**config.mk**
```make
export PLATFORM = sky130hd
export DESIGN_NAME = apb_watchdog
export DESIGN_NICKNAME = d
export VERILOG_FILES = /design/src/rtl/apb_watchdog.sv
export SDC_FILE = /design/constraint.sdc
export NUM_CORES = 1
export LEC_CHECK = 0
export CAP_MARGIN = 10
export CORE_ASPECT_RATIO = 1.5
export CORE_MARGIN = 5
export CORE_UTILIZATION = 30
export CTS_CLUSTER_SIZE = 14
export DETAILED_ROUTE_END_ITERATION = 8
export DONT_BUFFER_PORTS = 1
export PLACE_DENSITY_LB_ADDON = 0.2
export SLEW_MARGIN = 20
export SYNTH_ARGS = -nofsm -noshare
export SYNTH_HDL_FRONTEND = slang
export SYNTH_SLANG_ARGS = --single-unit
```
**constraint.sdc**
```tcl
create_clock -name HCLK -period 4.8 [get_ports HCLK]
set_clock_uncertainty 0.05 [all_clocks]
set_input_delay 0.96 -clock HCLK [delete_from_list [all_inputs] [get_ports HCLK]]
set_output_delay 0.96 -clock HCLK [all_outputs]
set_load 0.01 [all_outputs]
```
**src/rtl/apb_watchdog.sv**
```systemverilog
`timescale 1ns/1ps
// APB watchdog: prescaled down-counter that raises a warning interrupt on the
// first expiry and a sticky reset request on a second expiry without a kick.
module apb_watchdog #(
  parameter int unsigned APB_ADDR_WIDTH = 12,
  parameter logic [31:0] KICK_KEY       = 32'h5A5A_A5A5,
  parameter logic [31:0] LOAD_RESET     = 32'hFFFF_FFFF
) (
  input  logic                      HCLK,
  input  logic                      HRESETn,
  input  logic [APB_ADDR_WIDTH-1:0] PADDR,
  input  logic [31:0]               PWDATA,
  input  logic                      PWRITE,
  input  logic                      PSEL,
  input  logic                      PENABLE,
  output logic [31:0]               PRDATA,
  output logic                      PREADY,
  output logic                      PSLVERR,
  input  logic                      dbg_halt_i,
  output logic                      irq_o,
  output logic                      rst_req_o
);

  localparam logic [2:0] OFF_CTRL     = 3'd0;
  localparam logic [2:0] OFF_LOAD     = 3'd1;
  localparam logic [2:0] OFF_VALUE    = 3'd2;
  localparam logic [2:0] OFF_KICK     = 3'd3;
  localparam logic [2:0] OFF_STATUS   = 3'd4;
  localparam logic [2:0] OFF_PRESCALE = 3'd5;

  typedef enum logic [1:0] {IDLE, RUN, WARN, BITE} state_e;

  state_e      state_q, state_d;
  logic        en_q, en_d, rst_en_q, rst_en_d, lock_q, lock_d;
  logic [31:0] load_q, load_d, value_q, value_d;
  logic [15:0] prescale_q, prescale_d, pcnt_q, pcnt_d;
  logic        to1_q, to1_d, badkey_q, badkey_d, bite_q, bite_d;

  logic [2:0]  off;
  logic        access, wr_ok, active, tick, key_ok;
  logic        ctrl_wr, load_wr, kick_wr, status_wr, prescale_wr;
  logic        unused_paddr;

  assign unused_paddr = ^{PADDR[APB_ADDR_WIDTH-1:5], PADDR[1:0]};

  assign off         = PADDR[4:2];
  assign access      = PSEL & PENABLE;
  assign PREADY      = 1'b1;
  assign wr_ok       = access & PWRITE & ~PSLVERR;
  assign ctrl_wr     = wr_ok & (off == OFF_CTRL);
  assign load_wr     = wr_ok & (off == OFF_LOAD);
  assign kick_wr     = wr_ok & (off == OFF_KICK);
  assign status_wr   = wr_ok & (off == OFF_STATUS);
  assign prescale_wr = wr_ok & (off == OFF_PRESCALE);
  assign key_ok      = (PWDATA == KICK_KEY);

  assign active = (state_q == RUN) || (state_q == WARN);
  assign tick   = active && !dbg_halt_i && (pcnt_q == prescale_q);

  assign irq_o     = to1_q | badkey_q;
  assign rst_req_o = bite_q;

  always_comb begin
    PSLVERR = 1'b0;
    if (access) begin
      case (off)
        OFF_CTRL, OFF_LOAD, OFF_PRESCALE: PSLVERR = PWRITE & lock_q;
        OFF_VALUE:                        PSLVERR = PWRITE;
        OFF_KICK, OFF_STATUS:             PSLVERR = 1'b0;
        default:                          PSLVERR = 1'b1;
      endcase
    end
  end

  always_comb begin
    PRDATA = '0;
    if (PSEL && !PWRITE) begin
      case (off)
        OFF_CTRL:     PRDATA = {29'd0, lock_q, rst_en_q, en_q};
        OFF_LOAD:     PRDATA = load_q;
        OFF_VALUE:    PRDATA = value_q;
        OFF_STATUS:   PRDATA = {29'd0, bite_q, badkey_q, to1_q};
        OFF_PRESCALE: PRDATA = {16'd0, prescale_q};
        default:      PRDATA = '0;
      endcase
    end
  end

  always_comb begin
    state_d    = state_q;
    en_d       = en_q;
    rst_en_d   = rst_en_q;
    lock_d     = lock_q;
    load_d     = load_q;
    value_d    = value_q;
    prescale_d = prescale_q;
    pcnt_d     = pcnt_q;
    to1_d      = to1_q;
    badkey_d   = badkey_q;
    bite_d     = bite_q;

    if (active && !dbg_halt_i) begin
      pcnt_d = tick ? '0 : pcnt_q + 16'd1;
    end

    if (ctrl_wr) begin
      rst_en_d = PWDATA[1];
      lock_d   = lock_q | PWDATA[2];
      if (state_q != BITE) en_d = PWDATA[0];
    end
    if (load_wr)     load_d     = PWDATA;
    if (prescale_wr) prescale_d = PWDATA[15:0];
    // W1C is applied before the FSM so a same-cycle expiry set takes priority
    if (status_wr && state_q != BITE) begin
      to1_d    = to1_q & ~PWDATA[0];
      badkey_d = badkey_q & ~PWDATA[1];
    end

    case (state_q)
      IDLE: begin
        if (ctrl_wr && PWDATA[0]) begin
          state_d = RUN;
          value_d = load_q;
          pcnt_d  = '0;
        end
      end
      RUN, WARN: begin
        if (ctrl_wr && !PWDATA[0]) begin
          state_d = IDLE;
        end else if (kick_wr && key_ok) begin
          state_d = RUN;
          value_d = load_q;
          pcnt_d  = '0;
        end else if (kick_wr) begin
          badkey_d = 1'b1;
          if (rst_en_q) begin
            state_d = BITE;
            bite_d  = 1'b1;
          end
        end else if (tick) begin
          if (value_q != '0) begin
            value_d = value_q - 32'd1;
          end else if (state_q == RUN) begin
            to1_d   = 1'b1;
            value_d = load_q;
            state_d = WARN;
          end else if (rst_en_q) begin
            bite_d  = 1'b1;
            state_d = BITE;
          end else begin
            value_d = load_q;
          end
        end
      end
      default: ;
    endcase
  end

  always_ff @(posedge HCLK or negedge HRESETn) begin
    if (!HRESETn) begin
      state_q    <= IDLE;
      en_q       <= 1'b0;
      rst_en_q   <= 1'b0;
      lock_q     <= 1'b0;
      load_q     <= LOAD_RESET;
      value_q    <= LOAD_RESET;
      prescale_q <= '0;
      pcnt_q     <= '0;
      to1_q      <= 1'b0;
      badkey_q   <= 1'b0;
      bite_q     <= 1'b0;
    end else begin
      state_q    <= state_d;
      en_q       <= en_d;
      rst_en_q   <= rst_en_d;
      lock_q     <= lock_d;
      load_q     <= load_d;
      value_q    <= value_d;
      prescale_q <= prescale_d;
      pcnt_q     <= pcnt_d;
      to1_q      <= to1_d;
      badkey_q   <= badkey_d;
      bite_q     <= bite_d;
    end
  end

endmodule

```
== Word-level counts from Yosys, hierarchy flattened ==
Index checks and enable logic that the tools add are counted.

* Register bits: 104
* Bits in writable memories: 0
* Bits of input ports: 50
* Memories kept: 0
* ROM bits: 0
* Latch bits: 0

* Divide/modulo/power cells: 0
* Multiplexer cells: 46
* Bitwise gates (word level): 18
* $add $sub $neg: 2
* Shifts and indexed selects: 0
* Eq/ne operators: 19
* Reductions and logical operators: 23
* Order comparisons: 0
* $mul: 0

{| class="wikitable"
|+ Operators with widths
! cell !! count
|-
| $mux 32 || 9
|-
| $pmux 32 s5 || 1
|-
| $mux 16 || 5
|-
| $pmux 32 s2 || 1
|-
| $eq 32x31->1 const B || 1
|-
| $pmux 16 s2 || 1
|-
| $reduce_bool 32->1 || 1
|-
| $sub 32x1->32 const B || 1
|-
| $mux 1 || 19
|-
| $add 16x1->16 const B || 1
|-
| $eq 16x16->1 || 1
|-
| $mux 2 || 8
|-
| $ne 5x5->1 const B || 3
|-
| $reduce_and 6->1 || 2
|-
| $and 1x1->1 || 11
|-
| $ne 2x2->1 const B || 5
|-
| $logic_and 1x1->1 || 7
|-
| $eq 3x2->1 const B || 2
|-
| $eq 3x3->1 const B || 2
|-
| $ne 3x3->1 const B || 2
|-
| $not 1->1 || 5
|-
| $pmux 2 s2 || 1
|-
| $reduce_and 4->1 || 1
|-
| $reduce_bool 2->1 || 2
|-
| other kinds (12) || 16
|}

== Depth between registers and ports, before layout ==
* Word-level depth: 16
* Depth in mapped cells: 11
* Mapped depth without buffers: 8

== Worst setup path before layout ==
OpenSTA, ideal clock, no wires.

* Path kind: input-to-output
* From: input port PADDR[2]
* To: output port PRDATA[21]
* Setup slack: 1342 ps
* Required time: 3790 ps
* Stages: 7
* Arrival time: 2448 ps
* Path through: buf_4 or2_2 clkbuf_1 nor2_1 clkbuf_1 a22oi_1 nor2_1

* Cells in the longest elaborated chain, start to end: 3

{| class="wikitable"
|+ Ends and longest elaborated chain
! element !! RTL line !! source
|-
| from (decl) || 11 || <nowiki>input logic [APB_ADDR_WIDTH-1:0] PADDR,</nowiki>
|-
| $eq 3x3->1, or another cell as far along || 78 || <nowiki>case (off)</nowiki>
|-
| $pmux 32 s5 * || 78 ||
|-
| $mux 32 * || 77 || <nowiki>if (PSEL && !PWRITE) begin</nowiki>
|-
| to (decl) || 16 || <nowiki>output logic [31:0] PRDATA,</nowiki>
|}

Mark *: on every way between the ends. The rest lies on a longest branch, timed or not.

== Final worst setup path ==
* From: input port PADDR[2]
* To: output port PRDATA[5]

Same word-level chain as after synthesis.

==> run metrics <==
outcome=finished clean; post-CTS setup buffers=0; Worst EP required=3.79 ns; RSZ-0062 raised after global routing=false; drt initial violations=333; Antenna Nets Post-Route=0; area delta synth->final=7.546%; post-DR wirelength/cell=21.74 µm; row count=66; Setup TNS=0 ns; PortBufs=0; total number of vias=5456; initial antenna violation count=0; vias per cell=5.743; HP Class=input pin to asynchronous set/reset pin; total grt overflow=0; Die Span Y=192.6 µm; ys flop type=dfstp_2; fillcell total=2290; layout cells sized above 1=23.30%; core area=21800 µm²; pin count of the biggest net entering global routing=105; H-tree levels=3; max-cap viol count=0; final routed DRC violation total=0; CTS root buf=clkbuf_16; Final GP Congestion=0.8334; register area share after synthesis=40.25%; Max clock buf depth=2; Clk Latency, worst-skew pair=0.37 ns; # setup viols final=0; Seq cells post-synth=104; Global Route Usage Sum=16.06%; Post-synth EDFFs=0; first-pass GRT wire length=32.23 mm; post-synth net total=753; Starting Density=30.57%; first drt pass iteration count=5; WL final=20.66 mm; type of origin of the critical path=input pin; Yosys cell types=60; Lkg Pwr=2.711 nW; ys async rst share=100.0%; crit path time final=3.386 ns; kind of end point of the critical path=primary output; Post-Syn Instances=697; Final nets=729; DP HPWL=15.23 mm; die extent in x=131.7 µm; fmax=0.2954 GHz; VDD IR max=0.0003273 V; pwr/cell area=575.1 nW/µm²; CTS hold repair buffers=0; commonest non-fill, non-tap cell in the layout=nor2_1; CP arrival=2.38 ns; IO Pins=86; Worst Tran Pin Value=1.017 ns; TritonCTS clock tree=yes; kind of critical path=input pin to primary output; post-route clock period utilization=70.54%; max_slew headroom=31.94%; Yosys Warn Count=0; commonest non-fill, non-tap cells in the layout=nor2_1, dfstp_2, a22oi_1; Max Slew Vio Count=0; Fin. Hold Viols=0; Post-Layout Cell Count=950; CP max FO=13; Syn Std Cell Area=6665 µm²; flop2flop setup slack=1.57 ns; top post-synthesis cells by area=dfstp_2, dfrtp_1, mux2_2; clk slew on worst S/H paths=0.08 ns; Post-Syn Area per Cell=9.563 µm²; vias in the first global route=5666; post-synth top area cell=dfstp_2; Yosys top cell area share=25.23%; Ant. Diodes=0; clk sinks=104; total CTS buffers=9; die footprint=25360 µm²; placed cells=934; CTS resizes=0
[per-layer routing]
layer | GRT usage [%] | up-vias | part of all wire (%)
li1 | - | 2545 | -
met1 | 16.69 | 2723 | 38
met2 | 30.20 | 157 | 54
met3 | 4.695 | 31 | 5.6
met4 | 6.334 | 0 | 2.8
met5 | 0 | - | 0
[metrics by stage]
step / utilization, % / total power, W / setup WS, ns / hold WS (ns) / cell area [µm²]
6_report: 32.88 / 0.004122 / 1.414 / 0.2359 / 7168
5_1_grt: 32.88 / 0.004380 / 1.215 / 0.2187 / 7168
4_1_cts: 32.88 / 0.004141 / 1.344 / 0.2239 / 7168
3_5_place_dp: 31.60 / 0.003396 / 1.022 / 0.4409 / 6889
3_3_place_gp: 31.60 / 0.003343 / 1.047 / 0.4256 / 6889
2_1_floorplan: - / 0.002959 / 1.342 / 0.4051 / 6665
[power breakdown]
group          internal [W]  total [W]  leakage (nW)  switching (W)
Sequential          0.00128    0.00158          1.20       0.000299
Combinational      0.000722    0.00181          1.37        0.00108
Clock              0.000364   0.000735         0.137       0.000371
Total               0.00237    0.00412          2.71        0.00176
[cell type report]
cell class	instances	area, µm²	share of cell area, %
multi-input combinational	507	3610	50.36
sequential	104	2683	37.42
clock inverter	5	46.29	0.6458
inverter	37	138.9	1.938
clock buffer	11	232.7	3.247
tap	272	340.3	4.748
timing repair buffer	14	117.6	1.641
[registers in the layout, summed over array words and instances (netlist names)]
register,flops
badkey_q,1
en_q,1
load_q,32
lock_q,1
pcnt_q,16
prescale_q,16
rst_en_q,1
rst_req_o,1
state_q,2
to1_q,1
value_q,32
[cells in the mapped netlist, drive strengths merged, types with 13 or more instances]
library cell  number
nand4             20
buf               17
clkbuf            32
o221ai            29
nor4              14
a21oi             19
nand2             39
mux2i             28
dfrtp             40
a22oi             56
nand3             18
nor2              81
dfstp             64
xnor2             17
xor2              13
mux2              49
inv               37
nor3              27
[path summary, 6_finish.rpt]
check	start	endpoint	cells past startpoint
max	PADDR[2]	PRDATA[5]	5
min	HRESETn	prescale_q[1]	0
max reg2reg	value_q[27]	value_q[30]	6
min reg2reg	value_q[17]	value_q[17]	2
max in group asynchronous	HRESETn	value_q[12]	0
min in group HCLK	value_q[17]	value_q[17]	2
[critical path, cell delays in order]
cell,delay [ns]
nor2b_1,0.74
a22oi_1,0.14
nor2_1,0.17
a21oi_1,0.06
nor2_1,0.30
[logic make-up after synthesis]
| group | Yosys count | synth area share, % |
|---|---|---|
| xor gates and xnor gates | 30 | 3.942 |
| and+or+nand+nor | 251 | 19.62 |
| muxes | 80 | 13.50 |
| DFF | 104 | 40.25 |
| other | 1 | 0.05626 |
| adders and majority gates | 6 | 1.126 |
| buffers and inverters | 86 | 5.819 |
| AOI/OAI and AO/OA | 139 | 15.69 |
No activity file was read; power rests on OpenSTA's default activity.
